**src/rtl/cmp4b_sort_ctrl_if.sv**
```systemverilog
// Load/control/read-back bundle for the in-place 4-bit sorter.
// The master side drives requests; the slave side is the sorter itself.
interface cmp4b_sort_ctrl_if #(
    parameter int N = 8
);
    localparam int AW = $clog2(N);

    logic          clr;
    logic          load_valid;
    logic [3:0]    load_data;
    logic          load_ready;
    logic          start;
    logic          busy;
    logic          done;
    logic [AW-1:0] rd_addr;
    logic [3:0]    rd_data;
    logic [AW:0]   count;
    logic [7:0]    swap_count;

    modport master (
        output clr, load_valid, load_data, start, rd_addr,
        input  load_ready, busy, done, rd_data, count, swap_count
    );

    modport slave (
        input  clr, load_valid, load_data, start, rd_addr,
        output load_ready, busy, done, rd_data, count, swap_count
    );
endinterface

```
**src/rtl/cmp4b_sort_ctrl.sv**
```systemverilog
// Bubble sorter for up to N 4-bit entries, one cmp4b compare per cycle.
// Loads through a valid/ready port, pulses done when finished, and exposes the buffer.
module cmp4b (
    input  logic [3:0] a,
    input  logic [3:0] b,
    output logic       gt,
    output logic       eq,
    output logic       lt
);
    assign gt = (a > b);
    assign eq = (a == b);
    assign lt = (a < b);
endmodule

module cmp4b_sort_ctrl #(
    parameter int N = 8
) (
    input  logic                 clk,
    input  logic                 rst,
    cmp4b_sort_ctrl_if.slave     bus
);
    localparam int AW = $clog2(N);

    localparam logic [1:0] S_IDLE = 2'd0;
    localparam logic [1:0] S_SORT = 2'd1;
    localparam logic [1:0] S_DONE = 2'd2;

    logic [1:0]    state;
    logic [3:0]    mem [N];
    logic [AW:0]   count;
    logic [AW-1:0] idx;
    logic [AW-1:0] last;
    logic          swapped;
    logic [7:0]    swap_count;

    logic          load_fire;
    logic [AW:0]   n_next;
    logic [AW-1:0] idx_nx;
    logic [3:0]    a_val;
    logic [3:0]    b_val;
    logic          gt;
    logic          eq;
    logic          lt;
    logic          cmp_unused;

    assign bus.load_ready = (state == S_IDLE) && (count < (AW+1)'(N));
    assign bus.busy       = (state != S_IDLE);
    assign bus.done       = (state == S_DONE);
    assign bus.count      = count;
    assign bus.swap_count = swap_count;
    assign bus.rd_data    = (32'(bus.rd_addr) < N) ? mem[bus.rd_addr] : 4'h0;

    // A load accepted alongside start is part of the sort scope.
    assign load_fire = bus.load_valid && bus.load_ready;
    assign n_next    = count + {{AW{1'b0}}, load_fire};

    assign idx_nx = idx + AW'(1);
    assign a_val  = mem[idx];
    assign b_val  = mem[idx_nx];

    cmp4b u_cmp (
        .a  (a_val),
        .b  (b_val),
        .gt (gt),
        .eq (eq),
        .lt (lt)
    );

    // Equal and less-than both leave the pair alone, which keeps the sort stable.
    assign cmp_unused = eq ^ lt;

    always_ff @(posedge clk) begin
        if (rst) begin
            state      <= S_IDLE;
            count      <= '0;
            idx        <= '0;
            last       <= '0;
            swapped    <= 1'b0;
            swap_count <= 8'd0;
            for (int k = 0; k < N; k++) begin
                mem[k] <= 4'h0;
            end
        end else begin
            case (state)
                S_IDLE: begin
                    if (bus.clr) begin
                        count <= '0;
                    end else begin
                        if (load_fire) begin
                            mem[count[AW-1:0]] <= bus.load_data;
                            count              <= n_next;
                        end
                        if (bus.start) begin
                            idx        <= '0;
                            swapped    <= 1'b0;
                            swap_count <= 8'd0;
                            last       <= AW'(n_next - (AW+1)'(1));
                            state      <= (n_next >= (AW+1)'(2)) ? S_SORT : S_DONE;
                        end
                    end
                end

                S_SORT: begin
                    if (gt) begin
                        mem[idx]    <= b_val;
                        mem[idx_nx] <= a_val;
                        swapped     <= 1'b1;
                        if (swap_count != 8'hFF) begin
                            swap_count <= swap_count + 8'd1;
                        end
                    end
                    // The swap seen on the final compare of a pass still counts for that pass.
                    if (idx < last - AW'(1)) begin
                        idx <= idx_nx;
                    end else if (!(swapped || gt) || last == AW'(1)) begin
                        state <= S_DONE;
                    end else begin
                        last    <= last - AW'(1);
                        idx     <= '0;
                        swapped <= 1'b0;
                    end
                end

                S_DONE: begin
                    state <= S_IDLE;
                end

                default: begin
                    state <= S_IDLE;
                end
            endcase
        end
    end
endmodule
```
**src/flat_wrapper.sv**
```systemverilog
// flat-port wrapper written by rule: the top's interface ports become plain ports
module cmp4b_sort_ctrl_flat 
#(
    parameter int N = 8
)
  (clk, rst, bus_clr, bus_load_valid, bus_load_data, bus_start, bus_rd_addr, bus_load_ready, bus_busy, bus_done, bus_rd_data, bus_count, bus_swap_count);
  cmp4b_sort_ctrl_if #(.N(N)) bus_i ();
  input  logic clk;
  input  logic rst;
  input wire logic [$bits(bus_i.clr)-1:0] bus_clr;
  input wire logic [$bits(bus_i.load_valid)-1:0] bus_load_valid;
  input wire logic [$bits(bus_i.load_data)-1:0] bus_load_data;
  input wire logic [$bits(bus_i.start)-1:0] bus_start;
  input wire logic [$bits(bus_i.rd_addr)-1:0] bus_rd_addr;
  output wire logic [$bits(bus_i.load_ready)-1:0] bus_load_ready;
  output wire logic [$bits(bus_i.busy)-1:0] bus_busy;
  output wire logic [$bits(bus_i.done)-1:0] bus_done;
  output wire logic [$bits(bus_i.rd_data)-1:0] bus_rd_data;
  output wire logic [$bits(bus_i.count)-1:0] bus_count;
  output wire logic [$bits(bus_i.swap_count)-1:0] bus_swap_count;
  assign bus_i.clr = bus_clr;
  assign bus_i.load_valid = bus_load_valid;
  assign bus_i.load_data = bus_load_data;
  assign bus_i.start = bus_start;
  assign bus_i.rd_addr = bus_rd_addr;
  assign bus_load_ready = bus_i.load_ready;
  assign bus_busy = bus_i.busy;
  assign bus_done = bus_i.done;
  assign bus_rd_data = bus_i.rd_data;
  assign bus_count = bus_i.count;
  assign bus_swap_count = bus_i.swap_count;
  cmp4b_sort_ctrl #(.N(N)) u_core (.clk(clk), .rst(rst), .bus(bus_i));
endmodule
```
**config.mk**
```make
export PLATFORM = sky130hd
export DESIGN_NAME = cmp4b_sort_ctrl_flat
export DESIGN_NICKNAME = d
export VERILOG_FILES = /design/src/rtl/cmp4b_sort_ctrl_if.sv /design/src/rtl/cmp4b_sort_ctrl.sv /design/src/flat_wrapper.sv
export SDC_FILE = /design/constraint.sdc
export NUM_CORES = 1
export LEC_CHECK = 0
export CAP_MARGIN = 20
export CORE_MARGIN = 2
export CORE_UTILIZATION = 40
export DETAILED_ROUTE_END_ITERATION = 10
export DONT_BUFFER_PORTS = 1
export GPL_ROUTABILITY_DRIVEN = 0
export PLACE_DENSITY = 0.65
export SETUP_SLACK_MARGIN = 0.1
export SLEW_MARGIN = 20
export SYNTH_ARGS = -nofsm -noshare
export SYNTH_HDL_FRONTEND = slang
export SYNTH_SLANG_ARGS = --single-unit
```
**constraint.sdc**
```tcl
create_clock -name clk -period 9 [get_ports clk]
set_input_delay 0.9 -clock clk [delete_from_list [all_inputs] [get_ports clk]]
set_output_delay 0.9 -clock clk [all_outputs]
set_load 0.01 [all_outputs]
```
==> results of run 1 <==
==> metrics by stage <==
step           worst slack [ps]  total power (W)
5_1_grt                    4240         0.000526
2_1_floorplan              5510         0.000345
6_report                   4510         0.000506
4_1_cts                    4550         0.000507
3_5_place_dp               4570         0.000362
3_3_place_gp               4670         0.000361
==> critical path, stage by stage, from the launching register on <==
cell and delay (ps):
dfxtp_1 760, ha_1 670, mux4_2 580, mux2i_1 270, ha_1 350, and4_1 240, nor3_4 240, a21boi_4 370
mux2i_2 580, o22ai_1 140
==> final cells by class <==
cell class | count | area, um^2
repair buffers | 3 | 22.5
flip-flops and latches | 56 | 1440
fillers | 885 | 5250
multi-input cells | 259 | 2200
clock buffers | 5 | 68.8
clock inverters | 3 | 26.3
well taps | 111 | 139
inverters | 14 | 52.6
==> layer usage <==
layer / global-route usage, % / wire length [um]
met5: 0 / 0
met4: 5.20 / 163
met3: 4.62 / 907
met2: 31.0 / 4470
met1: 24.2 / 3840
==> registers in the layout (all words and copies together), names as in the netlist, named ones only <==
signal                 flops
u_core.mem                32
u_core.bus.swap_count      8
u_core.bus.count           4
u_core.idx                 3
u_core.last                3
u_core.state               2
u_core.swapped             1
==> logic make-up (layout without fill, tap and decap cells) <==
family | count (synthesis) | in the layout
flops | 56 | 56
buf+inv | 31 | 25
fa+ha+maj | 14 | 14
mux | 39 | 39
xor+xnor | 5 | 5
compound gates | 104 | 104
simple gates | 97 | 97
==> synthesized netlist by cell type, drive strengths merged (5+ instances only) <==
library cell | n | area [um^2]
o22ai | 33 | 213
edfxtp | 32 | 961
dfxtp | 24 | 480
mux4 | 24 | 541
nand2 | 22 | 82.6
nand3 | 18 | 90.1
a21oi | 16 | 80.1
ha | 14 | 175
inv | 14 | 52.6
nor2 | 14 | 60.1
o21ai | 13 | 72.6
mux2i | 11 | 114
nand2b | 11 | 68.8
buf | 9 | 60.1
clkbuf | 8 | 30.0
nor2b | 8 | 50.1
o211ai | 6 | 45.0
nand4 | 5 | 31.3
==> report_power, final <==
group          internal (W)  switching [W]  total (W)
Clock             0.0000575      0.0000905   0.000148
Combinational     0.0000303      0.0000412  0.0000715
Sequential         0.000278     0.00000883   0.000286
Total              0.000365       0.000141   0.000506
==> worst paths after layout <==
path	startpoint	to	slack (ps)
max reg2reg	u_core.idx[0]$_SDFFE_PP0N_	u_core.mem[4][0]$_DFFE_PP_	4510
max	u_core.idx[0]$_SDFFE_PP0N_	u_core.mem[4][0]$_DFFE_PP_	4510
min reg2reg	u_core.swapped$_SDFFE_PP0P_	u_core.swapped$_SDFFE_PP0P_	540
min	u_core.swapped$_SDFFE_PP0P_	u_core.swapped$_SDFFE_PP0P_	540
==> load_flow_metrics.sql, run 1 <==
INSERT INTO impl_metrics (metric_group, metric, value, unit) VALUES
('timing', 'fin_tns_setup', '0', 'ps'),
('timing', 'period_utilisation_layout', '49.8', '%'),
('run_status', 'run_status', 'finished, final reports clean', ''),
('floorplan', 'die-area', '10200', 'um^2'),
('placed_design', 'dpl_cell_area', '3850', 'um^2'),
('logic_synthesis', 'synth.area.mux_share', '18.5', '%'),
('worst_setup_path', 'critical_path_required', '9040', 'ps'),
('worst_setup_path', 'critPathMaxFanout', '16', ''),
('logic_synthesis', 'yosysSeqAreaShare', '38.1', '%'),
('logic_synthesis', 'synth-simple-area-share', '14.2', '%'),
('logic_synthesis', 'synth_compound_area_share', '19.7', '%'),
('routing', 'drt_pre_antenna_iters', '5', ''),
('routing', 'first_iter_violations', '186', ''),
('clocking', 'numClockSinks', '56', ''),
('floorplan', 'die_height', '101', 'um'),
('logic_synthesis', 'synth_fa_ha_area_share', '4.63', '%'),
('floorplan', 'start_util', '41.1', '%'),
('power_and_ir_drop', 'p_leak', '1.32', 'nW'),
('power_and_ir_drop', 'ir_drop', '0.0639', 'mV'),
('placed_design', 'hpwlAfterDp', '7.15', 'mm'),
('floorplan', 'placeable_core_region', '9200', 'um^2'),
('routing', 'drt_drc_violations_left', '0', ''),
('timing', 'number_of_failing_setup_endpoints_in_the_final_timing_report', '0', ''),
('clocking', 'cts-resized-gates', '0', ''),
('clocking', 'tritoncts_clock_tree', 'yes', ''),
('layout', 'final_util', '42.9', '%'),
('routing', 'number_of_nets_with_antenna_violations_after_routing', '0', ''),
('logic_synthesis', 'synth.distinct_cells', '59', ''),
('timing', 'fin_hold_ws', '541', 'ps'),
('logic_synthesis', 'netlist_area', '3780', 'um^2'),
('layout', 'nNetsFinal', '365', ''),
('timing', 'slew_violations', '0', ''),
('clocking', 'path_clk_slew', '110', 'ps'),
('placed_design', 'place_inst', '443', ''),
('global_routing', 'initial_antenna_violation_count', '0', ''),
('hold_path', 'min_path_cells', '2', ''),
('layout', 'layout_common_cells', '32 x o22ai_1, 32 x edfxtp_1, 24 x mux4_2, 24 x dfxtp_1, 22 x nand2_1', ''),
('job', 'max-cap-violations', '0', ''),
('global_routing', 'largest_net_degree_at_the_start_of_global_routing', '20', ''),
('routing', 'routedWlPerCell', '20.8', 'um'),
('clocking', 'cts_max_path_buffers', '2', ''),
('logic_synthesis', 'synth_async_sr_flop_share', '0', '%'),
('logic_synthesis', 'synth_xor_xnor_area_share', '1.16', '%'),
('layout', 'flow.area_growth_from_synthesis', '4.40', '%'),
('logic_synthesis', 'yosysWarningCount', '0', ''),
('logic_synthesis', 'synthesis.instances', '346', ''),
('power_and_ir_drop', 'power_per_cell_area', '128', 'nW/um^2'),
('worst_setup_path', 'r2r.worst_path.cells', '9', ''),
('routing', 'drt-vias-per-instance', '6.74', ''),
('logic_synthesis', 'synth_top_family_by_area', 'compound AO/OA/AOI/OAI gates', ''),
('logic_synthesis', 'synth_top_flop_cell', 'edfxtp_1', ''),
('timing', 'min_period', '4490', 'ps'),
('timing', 'fin_worst_skew', '7.79', 'ps'),
('clocking', 'worstSkewPairLatency', '320', 'ps'),
('timing', 'transition_time_at_the_pin_with_the_least_slew_margin', '983', 'ps'),
('routing', 'wl', '9.38', 'mm'),
('timing', 'rsz0062_at_grt', 'no', ''),
('worst_setup_path', 'timing.critical_path.arrival', '4520', 'ps'),
('logic_synthesis', 'synth_fp_nets', '372', ''),
('clocking', 'cts-root-buf', 'clkbuf_8', ''),
('clocking', 'cts_inserted_buffers', '5', ''),
('clocking', 'post_cts_setup_buffer_count', '0', ''),
('worst_setup_path', 'worstSetupPathType', 'flop to flop', ''),
('timing', 'max-slew-margin-rel', '32.6', '%'),
('layout', 'num_antenna_cells', '0', ''),
('timing', 'fmax', '223', 'MHz'),
('logic_synthesis', 'syn_avg_cell_area', '10.9', 'um^2'),
('global_routing', 'via_count_of_the_first_global_routing_pass', '2840', ''),
('placed_design', 'port_buffer_cells', '0', ''),
('logic_synthesis', 'synth_enable_flop_cells', '32', ''),
('timing', 'finalHoldViolCount', '0', '');
Power figures use the tool's default switching activity.
==> inputs of run 2 (changes only) <==
Clock period 9 ns to 4.4 ns, I/O delays scaled along.
==> run 2 against run 1 <==
- non-clock buffer count up 8
- sequential share of layout area down 0.52 points
- fmax up 14%
- sequential power up 100%
- register-to-register slack worse by 4000 ps
- critical path depth unchanged
- total power up 100%
- largest cell class unchanged
==> load_flow_metrics.sql, run 2 (synthesized netlist as in run 1, its figures left out) <==
INSERT INTO impl_metrics (metric_group, metric, value, unit) VALUES
('run_status', 'run_status', 'finished, final reports clean', ''),
('timing', 'fmax', '254', 'MHz'),
('layout', 'top_register', 'u_core.mem', ''),
('timing', 'finalHoldViolCount', '0', ''),
('timing', 'rsz0062_at_grt', 'no', ''),
('layout', 'drive_above_1_share', '16.7', '%'),
('routing', 'drt_pre_antenna_iters', '5', ''),
('worst_setup_path', 'start_kind', 'flop', ''),
('placed_design', 'place_inst', '451', ''),
('worst_setup_path', 'r2r.worst_path.cells', '9', ''),
('worst_setup_path', 'timing.critical_path.arrival', '3950', 'ps'),
('hold_path', 'hold_path_end', 'u_core.last[0]$_SDFFE_PP0P_', ''),
('layout', 'final_cell_area', '4010', 'um^2'),
('layout', 'layout_common_cells', '32 x o22ai_1, 32 x edfxtp_1, 24 x mux4_2, 24 x dfxtp_1, 22 x nand2_1', ''),
('timing', 'fin_tns_setup', '0', 'ps'),
('routing', 'wl', '9.53', 'mm'),
('clocking', 'cts-htree-levels', '2', ''),
('timing', 'fin_worst_skew', '9.45', 'ps'),
('global_routing', 'global_route_wire_length_before_repair', '15.1', 'mm'),
('worst_setup_path', 'worstSetupPathType', 'flop to flop', ''),
('clocking', 'cts-root-buf', 'clkbuf_8', ''),
('clocking', 'cts_inserted_buffers', '5', ''),
('worst_setup_path', 'worstReg2RegEnd', 'u_core.mem[6][3]$_DFFE_PP_', ''),
('layout', 'final_util', '43.6', '%'),
('routing', 'drt-vias-per-instance', '6.59', ''),
('worst_setup_path', 'critical_path_required', '4420', 'ps'),
('hold_path', 'min_path_type', 'primary input to flop', ''),
('power_and_ir_drop', 'switchingPower', '0.000283', 'W'),
('power_and_ir_drop', 'ir_drop', '0.139', 'mV'),
('worst_setup_path', 'r2r-start', 'u_core.idx[0]$_SDFFE_PP0N_', ''),
('placed_design', 'hpwlAfterDp', '7.33', 'mm'),
('hold_path', 'min_from', 'rst', ''),
('power_and_ir_drop', 'switching_share', '27.5', '%'),
('layout', 'flow.area_growth_from_synthesis', '5.92', '%'),
('timing', 'max-slew-margin-rel', '47.9', '%'),
('clocking', 'cts_max_path_buffers', '2', ''),
('layout', 'instances_no_fill', '459', ''),
('clocking', 'numClockSinks', '56', ''),
('power_and_ir_drop', 'p_comb_share', '14.6', '%'),
('timing', 'slew_violations', '0', ''),
('floorplan', 'die-area', '10200', 'um^2'),
('power_and_ir_drop', 'power_per_cell_area', '257', 'nW/um^2'),
('layout', 'num_antenna_cells', '0', ''),
('global_routing', 'largest_net_degree_at_the_start_of_global_routing', '19', ''),
('clocking', 'worstSkewPairLatency', '320', 'ps'),
('clocking', 'tritoncts_clock_tree', 'yes', ''),
('routing', 'drt_drc_violations_left', '0', ''),
('clocking', 'post_cts_setup_buffer_count', '0', ''),
('routing', 'first_iter_violations', '190', ''),
('floorplan', 'core.rowCount', '35', ''),
('routing', 'number_of_vias_after_detailed_routing', '3026', ''),
('power_and_ir_drop', 'p_leak', '1.35', 'nW'),
('hold_path', 'min_path_cells', '1', ''),
('routing', 'number_of_nets_with_antenna_violations_after_routing', '0', ''),
('layout', 'flip_flop_count_of_the_largest_register_after_layout', '32', ''),
('routing', 'routedWlPerCell', '20.8', 'um'),
('global_routing', 'initial_antenna_violation_count', '0', ''),
('floorplan', 'die_height', '101', 'um'),
('timing', 'number_of_failing_setup_endpoints_in_the_final_timing_report', '0', ''),
('placed_design', 'port_buffer_cells', '0', ''),
('global_routing', 'via_count_of_the_first_global_routing_pass', '2883', ''),
('timing', 'min_period', '3930', 'ps'),
('floorplan', 'die_w', '101', 'um'),
('power_and_ir_drop', 'seq_power_share', '56.7', '%'),
('timing', 'transition_time_at_the_pin_with_the_least_slew_margin', '779', 'ps'),
('power_and_ir_drop', 'cell_internal_pwr', '0.000745', 'W'),
('timing', 'period_utilisation_layout', '89.4', '%'),
('layout', 'nNetsFinal', '373', ''),
('worst_setup_path', 'end_kind', 'flop', ''),
('worst_setup_path', 'r2r_setup_slack', '470', 'ps'),
('job', 'max-cap-violations', '0', ''),
('global_routing', 'grt_util_all_layers', '19.1', '%'),
('power_and_ir_drop', 'clockPowerShare', '28.7', '%'),
('layout', 'largest_registers', 'u_core.mem (32), u_core.bus.swap_count (8), u_core.bus.count (4)', ''),
('global_routing', 'sum_of_overflow_across_all_layers_after_global_routing', '0', ''),
('clocking', 'path_clk_slew', '110', 'ps'),
('worst_setup_path', 'critPathMaxFanout', '11', ''),
('floorplan', 'start_util', '41.1', '%'),
('placed_design', 'dpl_cell_area', '3910', 'um^2'),
('clocking', 'count_of_hold_fix_buffers_inserted_at_cts', '0', ''),
('floorplan', 'pin_count', '31', ''),
('floorplan', 'placeable_core_region', '9200', 'um^2'),
('clocking', 'cts-resized-gates', '0', '');
==> run 2: worst max-delay path, cell delays in order (launching register included) <==
cell and delay (ps):
dfxtp_1 330, ha_1 620, mux4_2 580, mux2i_1 280
ha_1 300, nor2b_1 150, o211a_1 300, o211a_1 350
a32oi_1 450, nand3_1 270
==> run 2: layout make-up <==
type                    count  area (um^2)
well taps                 111          139
clock inverters             3         23.8
repair buffers             11         82.6
clock buffers               5         68.8
flip-flops and latches     56         1440
multi-input cells         259         2200
inverters                  14         52.6
fillers                   876         5190
==> run 2: power groups by stage <==
stage,Clock [W],Combinational [W],Sequential (W)
6_report,0.000295,0.000150,0.000584
4_1_cts,0.000299,0.000148,0.000584
2_1_floorplan,0,0.000119,0.000588
3_5_place_dp,0,0.000148,0.000596
3_3_place_gp,0,0.000144,0.000595
5_1_grt,0.000317,0.000164,0.000586
==> run 2: per-layer routing <==
metal  share of wire [%]  up-vias  routed length [um]  global-route usage, %
met1                  42     1476                3980                   24.6
li1                    -     1396                   -                      -
met2                  49      141                4680                   32.5
met4                 1.5        0                 142                   6.03
met5                   0        -                   0                      0
met3                 7.7       13                 729                   3.86
==> run 2: stage by stage <==
stage	setup WS (ps)	power (W)	hold slack (ps)
2_1_floorplan	906	0.000706	478
3_3_place_gp	570	0.000739	502
3_5_place_dp	489	0.000743	496
4_1_cts	464	0.00103	172
5_1_grt	198	0.00107	170
6_report	466	0.00103	177
==> run 2: worst max path at each step <==
stage | start | to | cells after the start
after detailed placement | u_core.idx[0]$_SDFFE_PP0N_ | u_core.mem[6][1]$_DFFE_PP_ | 9
after floorplan | flop | u_core.mem[0][0]$_DFFE_PP_ | 10
after global placement | u_core.idx[0]$_SDFFE_PP0N_ | u_core.mem[7][0]$_DFFE_PP_ | 9
final | u_core.idx[0]$_SDFFE_PP0N_ | u_core.mem[6][3]$_DFFE_PP_ | 9
after CTS | u_core.idx[0]$_SDFFE_PP0N_ | u_core.mem[4][0]$_DFFE_PP_ | 9
after global routing | u_core.idx[0]$_SDFFE_PP0N_ | u_core.mem[5][0]$_DFFE_PP_ | 9
==> RTL change 1, RTL diff (settings of run 1) <==
`N` is set to 8 in 3 places; all go to 16.
--- a/src/rtl/cmp4b_sort_ctrl_if.sv
+++ b/src/rtl/cmp4b_sort_ctrl_if.sv
@@ -2,5 +2,5 @@
 // The master side drives requests; the slave side is the sorter itself.
 interface cmp4b_sort_ctrl_if #(
-    parameter int N = 8
+    parameter int N = 16
 );
     localparam int AW = $clog2(N);
--- a/src/rtl/cmp4b_sort_ctrl.sv
+++ b/src/rtl/cmp4b_sort_ctrl.sv
@@ -14,5 +14,5 @@
 
 module cmp4b_sort_ctrl #(
-    parameter int N = 8
+    parameter int N = 16
 ) (
     input  logic                 clk,
--- a/src/flat_wrapper.sv
+++ b/src/flat_wrapper.sv
@@ -2,5 +2,5 @@
 module cmp4b_sort_ctrl_flat 
 #(
-    parameter int N = 8
+    parameter int N = 16
 )
   (clk, rst, bus_clr, bus_load_valid, bus_load_data, bus_start, bus_rd_addr, bus_load_ready, bus_busy, bus_done, bus_rd_data, bus_count, bus_swap_count);
Interface: changed (resized bus_count and bus_rd_addr); port bits go from 31 to 33. No check against the original RTL was run, so the function may have changed too.
==> RTL change 1 against run 1 <==
  * Count of clock-buffer cells in the layout increased by 4
  * Maximum frequency is 24% lower
  * Core utilization decreased by 0.32 points
  * Wire length up 110%
  * Worst setup slack worse by 1400 ps
  * Sequential share of layout area decreased by 1.1 points
  * Design area rose by 78%
  * Sequential cell count rose by 36
  * Clock power grew to 2.5 times the old value
  * Synthesized area increased by 77%
  * Power increased by 91%
  * Synthesized cell count up 71%
==> RTL change 1: results <==
{
  "status": "finished, final reports clean",
  "synth_xor_area_frac": 0.01176,
  "worstPathMaxFanout": 34,
  "synth.distinct_cells": 72,
  "clk_latency_ps": 350,
  "ir_worst_vdd_v": 0.00007174,
  "grt_pass1_vias": 5160,
  "drive_gt1_frac": 0.1474,
  "min_from": "u_core.last[3]$_SDFFE_PP0P_",
  "synth_cells": 593,
  "ys_seq_area_frac": 0.3704,
  "htreeDepth": 3,
  "dpl.hpwl_mm": 14.51,
  "drt-total-wl_mm": 19.36,
  "synth_edf_count": 64,
  "synth_fa_ha_area_frac": 0.03547,
  "drtIter0Drc": 730,
  "fin_nets": 597,
  "synth_nets": 625,
  "grt_max_degree": 35,
  "met3_length_mm": 2.102,
  "fin_worst_skew_ps": 8.376,
  "grtUsageMet1": 0.2936,
  "grt_pass1_wl_mm": 29.92,
  "reg_top3": "u_core.mem: 64 flops, u_core.bus.swap_count: 8 flops, u_core.bus.count: 5 flops",
  "drt-met1-wl_mm": 7.640,
  "grtUsageTotal": 0.2223,
  "slowest_delay_ps": 890,
  "dp.cells": 774,
  "p_leak_nw": 2.331,
  "grt_util_met3": 0.05860,
  "synthMuxAreaShare": 0.2231,
  "met2_usage": 0.3502,
  "synth_compound_area_frac": 0.1798,
  "relSlewSlack": 0.2823,
  "crit_slowest_cell": "ha_1"
}
## RTL change 1: cell count changes after synthesis, sizes merged, moves of 11 or more
cell    before  now
o21ai       13   29
nor2        14   32
edfxtp      32   64
mux4        24   56
nand3       18   32
nand2       22   47
o31ai        1   12
clkbuf       8   24
## RTL change 1: path summary, 6_finish.rpt
check	slack (ps)	end
worst max-delay path	3090	u_core.mem[7][2]$_DFFE_PP_
worst min-delay path	500	u_core.last[3]$_SDFFE_PP0P_
worst max register to register	3090	u_core.mem[7][2]$_DFFE_PP_
worst min register to register	500	u_core.last[3]$_SDFFE_PP0P_
## RTL change 1: per-stage QoR
| step | worst slack, ps | power (W) | util | hold slack, ps | cell area [µm²] |
|---|---|---|---|---|---|
| 2_1_floorplan | 4263 | 0.0005753 | - | 461.8 | 6703 |
| 3_3_place_gp | 3373 | 0.0005986 | 0.4085 | 472.0 | 6726 |
| 3_5_place_dp | 3199 | 0.0006014 | 0.4085 | 472.4 | 6726 |
| 4_1_cts | 3186 | 0.0009718 | 0.4262 | 505.4 | 7018 |
| 5_1_grt | 2963 | 0.0009986 | 0.4262 | 533.1 | 7018 |
| 6_report | 3093 | 0.0009675 | 0.4262 | 501.1 | 7018 |
## RTL change 1: report_power, final
part	switching, W	leakage [nW]	internal [W]
logic	0.0000671	1.31	0.0000487
registers	0.0000139	0.887	0.000464
clock network	0.000179	0.138	0.000195
total	0.000260	2.33	0.000708
## RTL change 1: layout make-up
class | instances | area (µm²) | share of cell area
Multi-Input combinational cell | 440 | 3875 | 0.5521
Sequential cell | 92 | 2482 | 0.3537
Tap cell | 220 | 275.3 | 0.03922
Clock buffer | 9 | 225.2 | 0.03209
Inverter | 19 | 71.32 | 0.01016
Clock inverter | 7 | 66.31 | 0.009449
Timing Repair Buffer | 3 | 22.52 | 0.003209
==> RTL change 2, RTL diff (config.mk and constraints of run 1) <==
Without the edit above. Reset style: asynchronous (`rst`), changed in one clocked block.
--- a/src/rtl/cmp4b_sort_ctrl.sv
+++ b/src/rtl/cmp4b_sort_ctrl.sv
@@ -70,5 +70,5 @@
     assign cmp_unused = eq ^ lt;
 
-    always_ff @(posedge clk) begin
+    always_ff @(posedge clk or posedge rst) begin
         if (rst) begin
             state      <= S_IDLE;
Function: differs if rst is asserted again (counterexample within 4 cycles, from zero or initial values and one cycle with rst high); with rst held inactive, the same outputs for 4 cycles.
==> RTL change 2 against run 1 <==
  * Design area up 15%
  * Clock skew up 5.9 ps
  * Worst setup slack worse by 490 ps
  * Synthesized cell count is 33% higher
  * Die area is 14% higher
  * Sequential share of layout area shrank 7.3 points
  * Count of clock-buffer cells in the layout grew 1
  * Maximum frequency is 9.9% lower
  * Sequential cell count down 3
  * Wire length rose by 35%
  * Synthesized area rose by 15%
Power is not compared: it rests on default switching activity, and its combinational part moved more than twofold at a synthesized area within 25%.
==> RTL change 2: results <==
{
  "clk_pin_slew_ps": 110,
  "cts_root_buf": "clkbuf_8",
  "grt_max_degree": 54,
  "cts_setup_buffers": 0,
  "avgRoutedWirePerCell_um": 21.47,
  "synth_nets": 486,
  "status": "finished, final reports clean",
  "synth_cells": 460,
  "p_leak_nw": 1.852,
  "dpl-instance-area_mm2": 0.004443,
  "grt_pass1_vias": 3735,
  "reg_top3": "u_core.mem: 32 flops, u_core.bus.swap_count: 8 flops, u_core.bus.count: 4 flops",
  "worstMarginPinSlew_ps": 956.9,
  "fin_nets": 475,
  "htreeDepth": 2,
  "synth_area_leaders": "dfrtp_1 30%, mux2_2 8.5%, mux4_2 8.3%",
  "io_buffer_count": 0,
  "antenna_cells": 0,
  "drt-total-wl_mm": 12.67,
  "synth_async_sr_flop_share": 1.000,
  "dpl.hpwl_mm": 9.224,
  "synth.distinct_cells": 60,
  "ys_seq_area_frac": 0.3048,
  "r2r-end": "u_core.mem[27]$_DFFE_PP0P_",
  "dp.cells": 582,
  "critPathKind": "register to register",
  "synth_commonest_cells": "53 x dfrtp_1, 41 x o21ai_0, 35 x nand2_1",
  "cp-startpoint": "u_core.idx[1]$_DFFE_PP0P_",
  "r2r_cells": 10,
  "ir_worst_vdd_v": 0.0001867,
  "synth-warning-count": 0,
  "clk_latency_ps": 330,
  "grt_pass1_wl_mm": 20.22,
  "worstPathMaxFanout": 23,
  "via_count": 3874,
  "fin_worst_skew_ps": 13.72,
  "drtIter0Drc": 499,
  "area_delta_synth_final_pct": 4.399,
  "grt_antenna_before_repair": 0,
  "arrival_ps": 5190,
  "fillers": 1100,
  "ff2ff_setup_slack_ps": 4020,
  "cts_made_buffers": 5,
  "fmax_mhz": 200.8,
  "cts_buffer_depth": 2,
  "ys_dominant_reg_cell": "dfrtp_1",
  "drive_gt1_frac": 0.1844,
  "grtUsageTotal": 0.2240,
  "dp_slack_ps": 4190,
  "drtPass1Iterations": 6
}
## RTL change 2: cell count changes after synthesis, sizes merged, moves of 15 or more
cell	run 1	this run
mux2	4	33
dfxtp	24	0
dfrtp	0	53
nand2	22	37
edfxtp	32	0
o21ai	13	47
o22ai	33	3
## RTL change 2: power breakdown
part	total (W)	internal (W)	switching, W	leakage (nW)
sequential	0.000372	0.000292	0.0000797	0.715
combinational	0.000961	0.000350	0.000611	1.09
clock	0.000154	0.0000642	0.0000900	0.0518
total	0.00149	0.000706	0.000781	1.85
## RTL change 2: worst max-delay path: stages, from the launching register on
cell      delay [ps]
dfrtp_1          720
ha_1            1020
mux4_2           600
mux2i_2          490
ha_1             350
nor2b_1          130
o211ai_1         280
a21oi_1          190
a21o_1           360
o21ai_1          310
mux2_2           390
## RTL change 2: metal layers
| metal | vias to the layer above | global-route usage | wire length [µm] |
|---|---|---|---|
| met5 | - | 0 | 0 |
| met4 | 0 | 0.1016 | 557 |
| met3 | 44 | 0.04581 | 1291 |
| met2 | 246 | 0.3306 | 5557 |
| met1 | 1856 | 0.3157 | 5260 |
| li1 | 1728 | - | - |
## RTL change 2: kinds of logic after synthesis
family	count (synthesis)	share of synthesized area
fa+ha+maj	14	0.04025
xor+xnor	11	0.02387
mux	62	0.2018
simple gates	139	0.1650
flops	53	0.3048
compound gates	133	0.2131
buf+inv	48	0.05118
## RTL change 2: worst min path at each step
| stage | from | to | slack [ps] | depth (start not counted) |
|---|---|---|---|---|
| floorplan | u_core.last[1]$_DFFE_PP0P_ | u_core.last[1]$_DFFE_PP0P_ | 470 | 1 |
| global placement | u_core.last[1]$_DFFE_PP0P_ | u_core.last[1]$_DFFE_PP0P_ | 490 | 1 |
| detailed placement | u_core.last[1]$_DFFE_PP0P_ | u_core.last[1]$_DFFE_PP0P_ | 490 | 1 |
| CTS | u_core.last[1]$_DFFE_PP0P_ | u_core.last[1]$_DFFE_PP0P_ | 520 | 1 |
| global route | u_core.last[1]$_DFFE_PP0P_ | u_core.last[1]$_DFFE_PP0P_ | 550 | 1 |
| finish | u_core.last[1]$_DFFE_PP0P_ | u_core.last[1]$_DFFE_PP0P_ | 530 | 1 |
## RTL change 2: final cells by class
type,count,area share
clock buffer,6,0.01818
clock inverter,2,0.003856
inverter,23,0.01900
multi-input combinational,359,0.6169
sequential,53,0.2919
tap,140,0.03856
timing repair buffer,7,0.01157
